[src/rtl/spi_row_reader.sv]
// spi_row_reader: SPI mode-0 master that reads one 16-bit word from a 13-bit row address
module spi_row_reader #(
  parameter int         CLK_DIV  = 4,
  parameter logic [7:0] CMD_READ = 8'h03
) (
  input  logic        CLK,
  input  logic        RST_N,
  input  logic        START,
  input  logic [12:0] ROW_READ,
  output logic [15:0] DATA_OUT,
  output logic        DATA_VALID,
  output logic        BUSY,
  output logic        SCLK,
  output logic        CS_N,
  output logic        MOSI,
  input  logic        MISO
);
  localparam logic [1:0] IDLE  = 2'd0;
  localparam logic [1:0] SETUP = 2'd1;
  localparam logic [1:0] SHIFT = 2'd2;
  localparam logic [1:0] HOLD  = 2'd3;
  localparam logic [7:0] DIV_LD = 8'(CLK_DIV - 1);
  logic [1:0]  state;
  logic [7:0]  div_cnt;
  logic [5:0]  bit_cnt;
  logic [39:0] sr;
  logic [15:0] rx;
  logic        tick;
  assign tick = div_cnt == 8'd0;
  // MOSI comes straight off the shift register MSB; the frame tail is zero so the data phase sends 0
  assign MOSI = sr[39];
  always_ff @(posedge CLK or negedge RST_N)
    if (!RST_N) begin
      state      <= IDLE;
      div_cnt    <= '0;
      bit_cnt    <= '0;
      sr         <= '0;
      rx         <= '0;
      DATA_OUT   <= '0;
      DATA_VALID <= 1'b0;
      BUSY       <= 1'b0;
      SCLK       <= 1'b0;
      CS_N       <= 1'b1;
    end else begin
      DATA_VALID <= 1'b0;
      case (state)
        IDLE: if (START) begin
          sr      <= {CMD_READ, 3'b000, ROW_READ, 16'h0000};
          CS_N    <= 1'b0;
          BUSY    <= 1'b1;
          div_cnt <= DIV_LD;
          bit_cnt <= '0;
          state   <= SETUP;
        end
        SETUP, SHIFT: if (!tick) div_cnt <= div_cnt - 8'd1;
        else begin
          div_cnt <= DIV_LD;
          if (!SCLK) begin
            SCLK    <= 1'b1;
            bit_cnt <= bit_cnt + 6'd1;
            state   <= SHIFT;
            if (bit_cnt >= 6'd24) rx <= {rx[14:0], MISO};
          end else begin
            SCLK <= 1'b0;
            sr   <= {sr[38:0], 1'b0};
            if (bit_cnt == 6'd40) begin
              state      <= HOLD;
              CS_N       <= 1'b1;
              DATA_OUT   <= rx;
              DATA_VALID <= 1'b1;
            end
          end
        end
        default: if (!tick) div_cnt <= div_cnt - 8'd1;
        else begin
          state <= IDLE;
          BUSY  <= 1'b0;
        end
      endcase
    end
endmodule

[config.mk]
export PLATFORM = sky130hd
export DESIGN_NAME = spi_row_reader
export DESIGN_NICKNAME = d
export VERILOG_FILES = /design/src/rtl/spi_row_reader.sv
export SDC_FILE = /design/constraint.sdc
export NUM_CORES = 1
export LEC_CHECK = 0
export BUFFER_PORTS_ARGS = -buffer_cell sky130_fd_sc_hd__buf_2
export CAP_MARGIN = 25
export CORE_AREA = 2 2 78 80
export CTS_BUF_LIST = sky130_fd_sc_hd__clkbuf_8
export CTS_CLUSTER_SIZE = 28
export DETAILED_ROUTE_END_ITERATION = 8
export DIE_AREA = 0 0 80 82
export GPL_TIMING_DRIVEN = 0
export PLACE_DENSITY_LB_ADDON = 0.08
export SKIP_LAST_GASP = 1
export SLEW_MARGIN = 20
export SYNTH_ARGS = -nofsm -noshare
export SYNTH_HDL_FRONTEND = slang
export SYNTH_SLANG_ARGS = --single-unit
[constraint.sdc]
create_clock -name CLK -period 6.5 [get_ports CLK]
set_input_delay 0.65 -clock CLK [delete_from_list [all_inputs] [get_ports CLK]]
set_output_delay 0.65 -clock CLK [all_outputs]
set_load 0.02 [all_outputs]
### After elaboration in Yosys (flattened, before gate mapping)

Index checks and enable logic that the tools add are counted.

| word-level totals | value |
|---|---|
| output and inout bits | 21 |
| flip-flop bits (word level) | 92 |
| logic and storage cells | 70 |
| input port bits | 17 |

| operators by class | value |
|---|---|
| order comparisons | 1 |
| reductions and logical operators | 14 |
| multiplexer cells | 31 |
| eq/ne operators | 10 |
| bitwise gates (word level) | 2 |
| $add $sub $neg | 2 |

Operators by type and width:

| cell | count |
|---|---|
| 40-bit two-way mux | 3 |
| 40-bit case mux with 2 select lines | 1 |
| 8-bit two-way mux | 3 |
| 4-bit AND reduction | 5 |
| 6-bit two-way mux | 3 |
| 8-bit case mux with 2 select lines | 1 |
| 6-bit case mux with 2 select lines | 1 |
| 1-bit two-way mux | 11 |
| 2-bit two-way mux | 5 |
| 2-bit != test, second input constant | 5 |
| 8-bit logical NOT | 1 |
| 8-bit by 1-bit subtractor with 8-bit output, second input constant | 1 |
| 6-bit by 1-bit adder with 6-bit output, second input constant | 1 |
| 6-bit equality test, second input constant | 1 |
| 6-bit by 5-bit >= comparator with 1-bit output, second input constant | 1 |
| 5-bit AND reduction | 1 |
| 1-bit case mux with 2 select lines | 2 |
| 2-bit case mux with 2 select lines | 1 |
| 2-bit AND reduction | 2 |
| 2-bit nonzero test | 2 |
| 3-bit by 1-bit != test with 1-bit output, second input constant | 1 |
| 3-bit != test, second input constant | 1 |
| 3-bit AND reduction | 1 |
| 2-bit by 1-bit equality test with 1-bit output, second input constant | 1 |
| other kinds (4) | 5 |

### Logic depth before layout (Yosys ltp)

| depth | value |
|---|---|
| depth after elaboration | 5 |
| mapped depth | 9 |
| depth with buffers taken out | 6 |

### Worst setup path before layout

No wires, ideal clock.

| timing | value |
|---|---|
| path kind | flip-flop to flip-flop |
| start point | register div_cnt[0] |
| end point | register rx[10] |
| path slack | 4.163 ns |
| required time | 6.375 ns |
| arrival time | 2.212 ns |
| path buffers | 2 |
| library setup time | 0.125 ns |
| clock period less this slack | 2.337 ns |
| cell stages (with the launch flop) | 9 |
| cells stage by stage | dfrtp_1 inv_1 ha_1 nor3b_1 nand2_2 or4_4 buf_6 buf_6 mux2_4 |

| on the way | value |
|---|---|
| cells in the longest elaborated chain, start to end | 2 |

RTL lines:

| what | RTL line | RTL |
|---|---|---|
| from (decl) | 24 | `logic [7:0] div_cnt;` |
| from (signal assigned) | 55 | `SETUP, SHIFT: if (!tick) div_cnt <= div_cnt - 8'd1;` |
| from (signal assigned) | 74 | `default: if (!tick) div_cnt <= div_cnt - 8'd1;` |
| 8-bit logical NOT | 29 | `assign tick = div_cnt == 8'd0;` |
| 4-bit AND reduction (no source line) | n/a |  |
| to (signal assigned) | 62 | `if (bit_cnt >= 6'd24) rx <= {rx[14:0], MISO};` |
| to (decl) | 27 | `logic [15:0] rx;` |

No other way between the ends.
A chain may end at the register's enable or synchronous reset.

### Final worst setup path

| timing | value |
|---|---|
| start point | register state[0] |
| end point | register sr[16] |

| on the way | value |
|---|---|
| cells in the longest elaborated chain, start to end | 4 |
| elaborated cells on any way between the ends | 10 |
| classes of those cells | eq/ne: 5; mux: 1; reduce/logical: 4 |

RTL lines:

| what | RTL line | RTL |
|---|---|---|
| from (decl) | 23 | `logic [1:0] state;` |
| from (signal assigned) | 34 | `state <= IDLE;` |
| from (signal assigned) | 53 | `state <= SETUP;` |
| from (signal assigned) | 61 | `state <= SHIFT;` |
| 2-bit by 1-bit equality test with 1-bit output or 2-bit equality test (tied branches) | 46 | `case (state)` |
| 2-bit OR reduction | 46 |  |
| 2-bit != test (no source line) or 2-bit nonzero test (tied branches) | n/a |  |
| 4-bit AND reduction (no source line) | n/a |  |
| to (signal assigned) | 48 | `sr <= {CMD_READ, 3'b000, ROW_READ, 16'h0000};` |
| to (signal assigned) | 65 | `sr <= {sr[38:0], 1'b0};` |
| to (decl) | 26 | `logic [39:0] sr;` |

Several ways; a longest one is shown, not always the timed one.

==> results by group <==
Die
  • DIE AREA: 6560 um^2
  • Core area: about 5700 um^2
  • Rows: 28
  • Die X: 80 um
  • Io pins: 38
  • Die Height: 82 um
  • Starting Density: 0.620

Critical path
  • Worst Setup Path Type: reg2reg
  • Reg2Reg Depth: 7
  • CP endpoint kind: flip-flop
  • R2r startpoint: state[0]
  • CP Launch Type: flip-flop
  • CP required: 6730 ps
  • Cells along the critical path: inv_1 -> ha_1 -> clkbuf_1 -> buf_1 -> clkbuf_1 -> nor2_1 -> a22o_1
  • Slowest stage cell on the critical path: buf_1
  • Worst-path fanout max: 10
  • Critical Path AT: between 2000 and 3000 ps
  • Delay-heaviest family, CP: buffers and inverters
  • Reg2Reg Capture Point: sr[16]
  • Crit-path max cell delay: approximately 480 ps
  • Worst R2R Setup Slack: 3880 ps
  • Most frequent CP cell: clkbuf_1
  • Crit path buf inv count: 4

Clock network
  • TritonCTS clock tree: done
  • H-tree depth: 3
  • Post-CTS setup buffers: 0
  • CTS sink cnt: 76
  • Worst skew pair latency: 340 ps
  • Cts hold-fix bufs: 0
  • Root buffer cell: clkbuf_8
  • Post-CTS resize count: 0
  • TritonCTS buffer count: 9
  • Clock transition at path regs: 80 ps
  • Max clock buf depth: 2

Route
  • Detailed-route wire length per cell: about 16 um
  • DRT iter0 DRCs: 86
  • DRT Pass-1 Iters: 4
  • Via Count: 2,349
  • DRC: 0
  • Via-to-Cell Ratio: just under 6
  • Post-DRT Antenna Nets: 0
  • Final WL: 6500 um

Cells and area
  • Cell area after layout: 4110 um^2
  • Diode count: 0
  • Fill cell count: 418
  • Syn-to-layout area delta: 15.3%
  • Share of post-route cells with drive strength above 1: 0.392
  • Register area: 1900 um^2
  • Footprint of the multi-input gates: 1520 um^2
  • Layout Nets: 351
  • Layout Utilization: 0.715

STA
  • RSZ-0062 raised after global routing: no
  • Setup_tns: 0 ps
  • Setup violations, final: 0
  • Achievable frequency: 381 MHz
  • Tcrit/Tclk final: 0.404
  • Final Hold Viols: 0
  • Slew headroom: 0.393
  • Clock Skew: 9.68 ps
  • Setup ws final: 3880 ps
  • Fin. max-slew vios: 0
  • Tightest Pin Transition: 903 ps
  • Final min period: 2620 ps

Synth
  • Multiplexer area fraction after synthesis: 0.202
  • Syn Inst Count: about 280
  • Register area share after synthesis: 0.535
  • Synthesized cell area: 3560 um^2
  • Synth Area in Compound Gates: 0.110
  • YS warnings: 0
  • Share of the synthesized area in the top cell type: 0.527
  • Main combinational cell family by area after synthesis: multiplexers
  • Post-synthesis simple-gate area fraction: 0.0924
  • Cell taking the most area after synthesis: dfrtp_1
  • Post-Synth Adder-Cell Area: 0.0211
  • Synth unique cells: 45
  • Top cells by area, synth: dfrtp_1, mux2_2, mux2_4
  • Post-synthesis xor/xnor area fraction: 0.00246
  • Mean post-synth cell area: 12.8 um^2
  • FF+latch count, synth: 76
  • Post-synthesis net count: around 300

Power
  • Total Power: 1.81 mW
  • Pwr dens: 440 nW/um^2
  • VDD IR max: 0.000345 V
  • Leak: 1.96 nW

Worst hold path
  • Hold Crit Class: in2async

Global route
  • Vias in the first global route: 2,439
  • Initial antenna violation count: 0
  • Largest net degree at the start of global routing: 50
  • Total grt overflow: 0
  • First-pass GRT wire length: 11,300 um
  • Total track usage: 0.225

Placed design
  • Pre-CTS setup slack: around 3900 ps
  • DP Area: 3870 um^2
  • Placed wire-length estimate: 4590 um
  • RePlAce Congestion: 0.819
  • Buffers on Ports: 37

Flow run
  • Max_cap viols: 0

Run status
  • Status: finished, final reports clean
[synth_stat cells (all sizes together)]
library cell  instances
a2111oi               1
a211oi                3
a21o                  1
a21oi                14
a22o                 11
a31o                  2
a41oi                 3
and4                  2
buf                  11
clkbuf                5
dfrtp                75
dfstp                 1
ha                    6
inv                  10
mux2                 57
mux2i                 4
nand2                10
nand3                 5
nand4b                1
nor2                 11
nor2b                 1
nor3                  5
nor3b                 1
nor4                  4
nor4b                 1
o211ai                2
o21ai                 8
o22a                  3
o31a                  1
o31ai                 5
o32ai                 1
or2                   1
or3                   5
or3b                  1
or4                   6
xnor2                 1
[state kept, by name, indices dropped and copies added (netlist names), 2 cells and up]
signal,flops
DATA_OUT,16
bit_cnt,6
div_cnt,8
rx,16
sr,24
state,2
[cell type report]
type,instances,area share
Clock inverter,6,0.0274
Sequential cell,76,0.464
Inverter,10,0.00914
Multi-Input combinational cell,177,0.371
Tap cell,75,0.0229
Timing Repair Buffer,38,0.0524
Clock buffer,9,0.0302
Buffer,16,0.0232
[worst max path at each step]
stage,depth (start not counted),from,slack (ps),end
detailed placement,7,state[0],3910,sr[16]
global placement,8,div_cnt[0],3900,rx[7]
finish,7,state[0],3880,sr[16]
CTS,8,div_cnt[0],3880,rx[7]
global route,7,state[1],3640,div_cnt[0]
floorplan,8,div_cnt[0],4160,rx[10]
[report_power, final]
part           internal (mW)  switching, mW
Clock                  0.254          0.173
Sequential             0.568         0.0674
Combinational          0.326          0.418
[per-stage QoR]
step                instances  hold WS, ps
finish                    407          224
CTS                       407          226
detailed placement        392          481
global placement          391          470
floorplan                 279          354
global route              407          240
[cells in the final DEF (no fill, tap or decap), types with 2 or more instances in the layout]
master / count
a211oi_1: 3
a21oi_1: 14
a22o_1: 11
a31o_2: 2
a41oi_1: 3
and4_1: 2
buf_1: 2
buf_2: 40
buf_4: 3
buf_6: 3
bufinv_16: 3
clkbuf_1: 5
clkbuf_8: 9
dfrtp_1: 75
ha_1: 6
inv_1: 10
mux2_2: 47
mux2_4: 10
mux2i_1: 4
nand2_1: 9
nand3_1: 5
nor2_1: 10
nor3_1: 5
nor4_1: 2
o211ai_1: 2
o21ai_0: 8
o22a_1: 3
o31ai_1: 5
or3_1: 5
or4_1: 5
[logic make-up (layout without fill, tap and decap cells)]
| kind of cell | count (synthesis) | count (layout) |
|---|---|---|
| fa+ha+maj | 6 | 6 |
| mux | 61 | 61 |
| simple gates | 54 | 54 |
| flops | 76 | 76 |
| compound gates | 55 | 55 |
| xor+xnor | 1 | 1 |
| buf+inv | 26 | 79 |
[routing by layer]
layer	up-vias	global-route usage	share of wire
li1	1126	-	-
met5	-	0	0
met4	0	0.0847	0.0097
met2	43	0.373	0.51
met1	1174	0.294	0.45
met3	6	0.0451	0.035
Power figures use the tool's default switching activity.
